File: src/rtl/morse_pkg.sv
// morse_pkg: state encoding, symbol codes and default timing shared by the Morse blocks
package morse_pkg;
    typedef enum logic [1:0] {IDLE, MARK, SPACE, EMIT} state_t;
    localparam logic SYM_DOT = 1'b0;
    localparam logic SYM_DASH = 1'b1;
    localparam int DASH_UNITS = 3;
    localparam int GAP_UNITS = 3;
endpackage

File: src/rtl/morse_unit_counter.sv
// morse_unit_counter: saturating tick counter with sync clear, used for mark and space timing
module morse_unit_counter #(
    parameter int CNT_W = 4
) (
    input  logic             clk,
    input  logic             reset,
    input  logic             clear,
    input  logic             en,
    output logic [CNT_W-1:0] cnt
);
    always_ff @(posedge clk or posedge reset) begin
        if (reset)
            cnt <= '0;
        else if (clear)
            cnt <= '0;
        else if (en && cnt != '1)
            cnt <= cnt + 1'b1;
    end
endmodule

File: src/rtl/morse_key_sequencer.sv
// morse_key_sequencer: times key marks/spaces in unit ticks, feeds the symbol shift register
// and hands each completed letter to the decoder over a valid/ack handshake.
module morse_key_sequencer
    import morse_pkg::*;
#(
    parameter int MAX_SYM = 5,
    parameter int DASH_UNITS = morse_pkg::DASH_UNITS,
    parameter int GAP_UNITS = morse_pkg::GAP_UNITS,
    parameter int CNT_W = 4,
    localparam int LEN_W = $clog2(MAX_SYM + 1)
) (
    input  logic             clk,
    input  logic             reset,
    input  logic             key,
    input  logic             tick,
    output logic             sr_enable,
    output logic             sr_si,
    output logic             sr_clear_n,
    output logic             letter_valid,
    output logic [LEN_W-1:0] letter_len,
    output logic             letter_ovf,
    input  logic             letter_ack
);
    state_t state, state_nxt;
    logic [CNT_W-1:0] cnt;
    logic [CNT_W:0] cnt_inc;
    logic [LEN_W-1:0] sym_count, sym_nxt, len_nxt;
    logic ovf_flag, ovf_nxt, en_nxt, si_nxt, clr_n_nxt, valid_nxt, lovf_nxt, cnt_en;

    assign cnt_inc = {1'b0, cnt} + 1'b1;

    // any state change restarts the duration count, so each mark/space is timed from zero
    morse_unit_counter #(.CNT_W(CNT_W)) u_cnt (
        .clk(clk),
        .reset(reset),
        .clear(state_nxt != state),
        .en(cnt_en),
        .cnt(cnt)
    );

    always_comb begin
        state_nxt = state;
        sym_nxt = sym_count;
        ovf_nxt = ovf_flag;
        en_nxt = 1'b0;
        si_nxt = sr_si;
        clr_n_nxt = 1'b1;
        valid_nxt = letter_valid;
        len_nxt = letter_len;
        lovf_nxt = letter_ovf;
        cnt_en = 1'b0;
        case (state)
            IDLE: state_nxt = key ? MARK : IDLE;
            MARK: begin
                if (key) begin
                    cnt_en = tick;
                end else if (cnt == '0) begin
                    state_nxt = (sym_count != '0) ? SPACE : IDLE;
                end else begin
                    en_nxt = 1'b1;
                    si_nxt = (cnt >= CNT_W'(DASH_UNITS)) ? SYM_DASH : SYM_DOT;
                    sym_nxt = (sym_count < LEN_W'(MAX_SYM)) ? sym_count + 1'b1 : sym_count;
                    ovf_nxt = ovf_flag | (sym_count >= LEN_W'(MAX_SYM));
                    state_nxt = SPACE;
                end
            end
            SPACE: begin
                if (key) begin
                    state_nxt = MARK;
                end else if (tick) begin
                    cnt_en = 1'b1;
                    if (cnt_inc == (CNT_W + 1)'(GAP_UNITS)) begin
                        state_nxt = EMIT;
                        valid_nxt = 1'b1;
                        len_nxt = sym_count;
                        lovf_nxt = ovf_flag;
                    end
                end
            end
            default: begin
                if (letter_ack) begin
                    state_nxt = IDLE;
                    valid_nxt = 1'b0;
                    len_nxt = '0;
                    lovf_nxt = 1'b0;
                    clr_n_nxt = 1'b0;
                    sym_nxt = '0;
                    ovf_nxt = 1'b0;
                end
            end
        endcase
    end

    always_ff @(posedge clk or posedge reset) begin
        if (reset) begin
            state <= IDLE;
            sym_count <= '0;
            ovf_flag <= 1'b0;
            sr_enable <= 1'b0;
            sr_si <= 1'b0;
            sr_clear_n <= 1'b0;
            letter_valid <= 1'b0;
            letter_len <= '0;
            letter_ovf <= 1'b0;
        end else begin
            state <= state_nxt;
            sym_count <= sym_nxt;
            ovf_flag <= ovf_nxt;
            sr_enable <= en_nxt;
            sr_si <= si_nxt;
            sr_clear_n <= clr_n_nxt;
            letter_valid <= valid_nxt;
            letter_len <= len_nxt;
            letter_ovf <= lovf_nxt;
        end
    end
endmodule

File: config.mk
export PLATFORM = sky130hd
export DESIGN_NAME = morse_key_sequencer
export DESIGN_NICKNAME = d
export VERILOG_FILES = /design/src/rtl/morse_pkg.sv /design/src/rtl/morse_unit_counter.sv /design/src/rtl/morse_key_sequencer.sv
export SDC_FILE = /design/constraint.sdc
export NUM_CORES = 1
export LEC_CHECK = 0
export ABC_AREA = 1
export BUFFER_PORTS_ARGS = -buffer_cell sky130_fd_sc_hd__buf_4
export CAP_MARGIN = 20
export CORE_ASPECT_RATIO = 1.1
export CORE_MARGIN = 5
export CORE_UTILIZATION = 48
export CTS_CLUSTER_SIZE = 40
export DETAILED_ROUTE_END_ITERATION = 8
export PLACE_DENSITY = 0.77
export RECOVER_POWER = 100
export SLEW_MARGIN = 20
export SYNTH_ARGS = -nofsm -noshare
export SYNTH_HDL_FRONTEND = slang
export SYNTH_SLANG_ARGS = --single-unit
File: constraint.sdc
create_clock -name clk -period 2.35 [get_ports clk]
set_input_delay 0.3525 -clock clk [delete_from_list [all_inputs] [get_ports clk]]
set_output_delay 0.3525 -clock clk [all_outputs]
set_load 0.05 [all_outputs]
### Word-level counts from Yosys, hierarchy flattened

Index checks and enable logic that the tools add are counted.
W data, S select, Z words.

* output and inout port bits: 8
* bits in registers: 18
* input port bits: 5
* logic and storage cells: 88

* $add $sub $neg: 3
* muxes and demuxes: 42
* bitwise logic cells: 5
* equal/unequal tests: 11
* reduce and logical (&&, ||, !) cells: 14
* $lt $le $gt $ge: 3

Operators by type and width (number)
* $mux W3: 7
* $mux W1: 19
* $mux W2: 7
* $ne A2 B2 Y1 const B: 6
* $pmux W3 S2: 2
* $reduce_and A5 Y1: 2
* $mux W4: 2
* $pmux W1 S2: 4
* $pmux W2 S3: 1
* $reduce_bool A2 Y1: 3
* $add A4 B1 Y5 const B: 1
* $eq A5 B2 Y1 const B: 1
* $add A4 B1 Y4 const B: 1
* $ge A4 B2 Y1 const B: 1
* $logic_not A4 Y1: 1
* $ne A4 B4 Y1 const B: 1
* $not A1 Y1: 4
* $reduce_and A4 Y1: 1
* $reduce_or A2 Y1: 2
* $add A3 B1 Y3 const B: 1
* $ge A3 B3 Y1 const B: 1
* $lt A3 B3 Y1 const B: 1
* $reduce_and A3 Y1: 1
* $reduce_bool A3 Y1: 1
* 7 further kinds: 7

### Depth between registers and ports, before layout

* word-level depth: 8
* mapped depth: 16
* mapped depth without buffers: 16

### Hierarchy

From an unflattened synthesis, not the netlist that was laid out.

* cells, all modules: 144
* area, all modules: 1097.3 µm²

Modules (own cells, without submodules)
* morse_key_sequencer: area an instance 873.3 µm², times used 1, seq. area each 350.3 µm², cells each 114
* morse_unit_counter: area an instance 224.0 µm², times used 1, seq. area each 100.1 µm², cells each 30

### Worst setup path before layout

OpenSTA, ideal clock, no wires.

* kind: reg-to-reg
* start point: register state[0]
* end point: register letter_len[0]
* path buffers: 1
* stages on the path, launching flop included: 10
* path slack: 676 ps
* clock period less this slack: 1674 ps
* required time: 2229 ps
* library setup time: 121 ps
* data arrival time: 1554 ps
* cell sequence: dfrtp_1 -> inv_1 -> ha_1 -> inv_1 -> nor2_1 -> inv_1 -> or3_1 -> buf_6 -> nand3_1 -> o21ai_2

* cells in the longest elaborated chain, start to end: 4
* elaborated cells between the ends (all ways): 11
* classes of those cells: eq/ne (5); mux (1); bitwise (1); reduce/logical (4)

RTL lines
* start: declaration: line morse_key_sequencer.sv:24 `state_t state, state_nxt;`
* start signal: assignment: line morse_key_sequencer.sv:106 `state <= state_nxt;`
* $eq A2 B1 Y1 or $logic_not A2 Y1 (tied branches): line morse_key_sequencer.sv:52 `case (state)`
* $reduce_or A2 Y1 (no source line)
* $not A1 Y1 (no source line)
* $reduce_and A5 Y1 (no source line)
* end signal: assignment: line morse_key_sequencer.sv:113 `letter_len <= len_nxt;`
* end: declaration: line morse_key_sequencer.sv:20 `output logic [LEN_W-1:0] letter_len,`

Several ways; a longest one is shown, not always the timed one.
A chain may end at the register's enable or synchronous reset.

### Final worst setup path

* start point: register state[1]
* end point: register sym_count[2]

* cells in the longest elaborated chain, start to end: 4
* elaborated cells between the ends (all ways): 11
* classes of those cells: eq/ne (5); mux (1); bitwise (1); reduce/logical (4)

RTL lines
* $eq A2 B2 Y1 or $logic_not A2 Y1 (tied branches): line morse_key_sequencer.sv:52
* $reduce_or A2 Y1 (no source line)
* $not A1 Y1 (no source line)
* $reduce_and A5 Y1 (no source line)
* end signal: assignment: line morse_key_sequencer.sv:107 `sym_count <= sym_nxt;`
* end: declaration: line morse_key_sequencer.sv:27 `logic [LEN_W-1:0] sym_count, sym_nxt, len_nxt;`

Several ways; a longest one is shown, not always the timed one.

==> impl_results.md <==
- Outcome: complete, no violations
- Detailed placement HPWL: 1.56 mm
- Unrepaired setup endpoints after global routing: false
- Synthesized area: 1100 µm²
- Yosys top cell area share: 0.410
- # IOs: 13
- Cells along the critical path: inv_1, ha_1, inv_2, nand2_2, nor3_1, inv_1, nand2_1, nand2_1, inv_2, nand2_1, nor2_1, nor2_1
- Antenna Nets Post-Route: 0
- Num CTS Buffers: 3
- Reg2reg path depth: 12
- Internal Pwr Total: 0.000582 W
- Reg-to-reg startpoint: state[1]$_DFF_PP0_
- Clock Latency Late Sink: 300 ps
- Total grt overflow: 0
- Maximum vdd drop: 0.509 mV
- Layout cells sized above 1: 0.0764
- Slew margin rel.: 0.542
- Vias/cell: 4.84
- Final Setup Violations: 0
- CP arrival: 2140 ps
- Die height: 60.2 µm
- Largest stage delay, worst path: 420 ps
- Post-CTS sizing: 0
- Min Tclk post-route: 1940 ps
- Clk sinks: 18
- Leakage: 0.626 nW
- DRT Wirelength: 2.00 mm
- R2R Path End: sym_count[2]$_DFFE_PP0P_
- Fmax: 516 MHz
- Root buf cell: clkbuf_4
- First-pass GRT wire length: 3.40 mm
- Largest net degree at the start of global routing: 19
- Gate power share: 0.413
- Worst-path clk slew: 100 ps
- Post-synthesis sequential area ratio: 0.410
- Kind of end point of the critical path: flip-flop
- Crit path from: state[1]$_DFF_PP0_
- Crit path top cell by count: nand2_1
- Gpl congestion: 0.798
- CTS tree: yes
- Antenna cells: 0
- Layout overhead on the synthesized area: 9.34%
- Main area contributors after synthesis: dfrtp_1, nand2_1, ha_1, inv_1, nand3_1
- Total GRT Usage: 0.137
- Critical path launch point type: flip-flop
- Core area: 2230 µm²
- Die area: 3350 µm²
- CP max FO: 7
- Unique masters post-synth: 21
- Worst setup margin: 413 ps
- Worst hold path class: input pin to async pin
- Slew Limit Fails: 0
- Pre-Repair DR Iteration Count: 4
- CTS H-Tree Depth: 1
- PD cells: 851 nW/µm²
- Final hold vios: 0
- Final setup TNS: 0 ps
- Sequential share of power: 0.399
- CP max-delay cell: dfrtp_1
- Clock Path Buffers: 2
- Drc violations: 0
- Yosys warning total: 0
- Routed via count: 906
- Initial Util: 0.493
- Hold-fix buffers, CTS: 0
- I/O Buffers: 12
- Buffer count from post-CTS setup fixing: 0
- Fin crit share: 0.824
- Max-capacitance violation count: 0
- Switching power: 0.000440 W
- Slew @ Worst Pin: 686 ps
- Avg Cell Area, Syn: 7.74 µm²
- Final Core Density: 0.539
- # fillers: 234
- WS Path Type: flip-flop to flip-flop
- Placement Rows: 18
- Flop-to-flop setup slack: 410 ps
- Worst path required time: 2550 ps
- DP Worst Slack: 447 ps
- Initial drt markers: 16
- Syn Inst Count: 142
- Post-Syn Nets: 157
- Tot Pwr: 0.00102 W
- Antenna violations before repair: 0
- Synth area leader: dfrtp_1
- Switching Fraction: 0.430
- Chip Width: 55.6 µm
- Drt wl/cell: 10.7 µm
- Clk_skew: 5.18 ps
- Vias in the first global route: 826
- Flops & latches, synth: 18
- Power share of the clock group: 0.188
- Nets@finish: 173
## critical path, delay by kind of cell (launching register included)
kind,cells,cell delay (ps)
AND/OR/NAND/NOR,7,670
buffers and inverters,4,470
flip-flops,1,420
adder cells (fa/ha/maj),1,280
## worst max-delay path by stage
stage | end | slack, ps | cells past startpoint
floorplan | letter_len[0]$_DFFE_PP0P_ | 680 | 9
global placement | letter_len[1]$_DFFE_PP0P_ | 470 | 8
detailed placement | letter_len[2]$_DFFE_PP0P_ | 450 | 8
CTS | letter_len[0]$_DFFE_PP0P_ | 440 | 8
global route | sym_count[2]$_DFFE_PP0P_ | 150 | 13
finish | sym_count[2]$_DFFE_PP0P_ | 410 | 12
## cells by family (layout without fill, tap and decap cells)
| family | count (synthesis) | count (layout) | share of synthesized area |
|---|---|---|---|
| XOR/XNOR | 1 | 1 | 0.00797 |
| buffers and inverters | 28 | 43 | 0.103 |
| flip-flops | 18 | 18 | 0.410 |
| AO/OA/AOI/OAI | 20 | 20 | 0.115 |
| adder cells (fa/ha/maj) | 10 | 10 | 0.114 |
| AND/OR/NAND/NOR | 65 | 65 | 0.251 |
## per-layer routing
metal	up-vias	share of wire	GRT usage
li1	476	-	-
met1	416	0.43	0.133
met2	10	0.50	0.253
met3	4	0.036	0.0259
met4	0	0.030	0.115
met5	-	0	0
## layout by cell type (no fill, tap or decap)
master | synthesis | routed
dfrtp_1 | 18 | 18
o21a_1 | 1 | 1
xor2_1 | 1 | 1
clkbuf_4 | 0 | 4
clkbuf_1 | 0 | 8
or3_1 | 1 | 1
buf_4 | 0 | 3
nand2_1 | 34 | 35
a21boi_0 | 1 | 1
ha_1 | 10 | 10
o311ai_0 | 1 | 1
clkinv_1 | 0 | 1
nand4_1 | 2 | 2
inv_2 | 5 | 3
nor3_1 | 1 | 1
o21ai_0 | 7 | 11
a21oi_1 | 5 | 5
nand3_1 | 12 | 12
nand2_2 | 2 | 1
inv_1 | 22 | 23
o211ai_1 | 1 | 1
nor2_1 | 12 | 13
clkbuf_8 | 0 | 1
## area by class of cell
type                       count  area [µm²]  share of cell area
inverter                      27         101              0.0844
sequential                    18         450               0.375
clock buffer                   4        36.3              0.0302
tap                           30        37.5              0.0313
multi-input combinational     96         515               0.429
timing repair buffer          12        60.1              0.0500
## cell usage after synthesis (all sizes together)
library cell  count
a21oi             5
o311ai            1
a21boi            1
nor3              1
buf               1
nand4             2
inv              27
ha               10
xor2              1
o21a              1
or3               1
o21ai            11
nand2            36
o211ai            1
dfrtp            18
nand3            12
nor2             13
## metrics by stage
stage               hold slack [ps]  cell area [µm²]  cells
floorplan                       291             1100    142
global placement                479             1210    183
detailed placement              495             1210    183
CTS                             159             1250    187
global route                    187             1200    187
finish                          146             1200    187
## sequential cells by signal, indices dropped and copies added (netlist names), 2 cells and up
| name | count |
|---|---|
| u_cnt.cnt | 4 |
| letter_len | 3 |
| sym_count | 3 |
| state | 2 |
## power by group through the flow
stage	Combinational (W)	Sequential (W)	Clock, W
2_1_floorplan	0.000309	0.000442	0
3_3_place_gp	0.000438	0.000411	0
3_5_place_dp	0.000449	0.000413	0
4_1_cts	0.000451	0.000408	0.000205
5_1_grt	0.000492	0.000418	0.000220
6_report	0.000422	0.000408	0.000192
No activity file was read; power rests on OpenSTA's default activity.
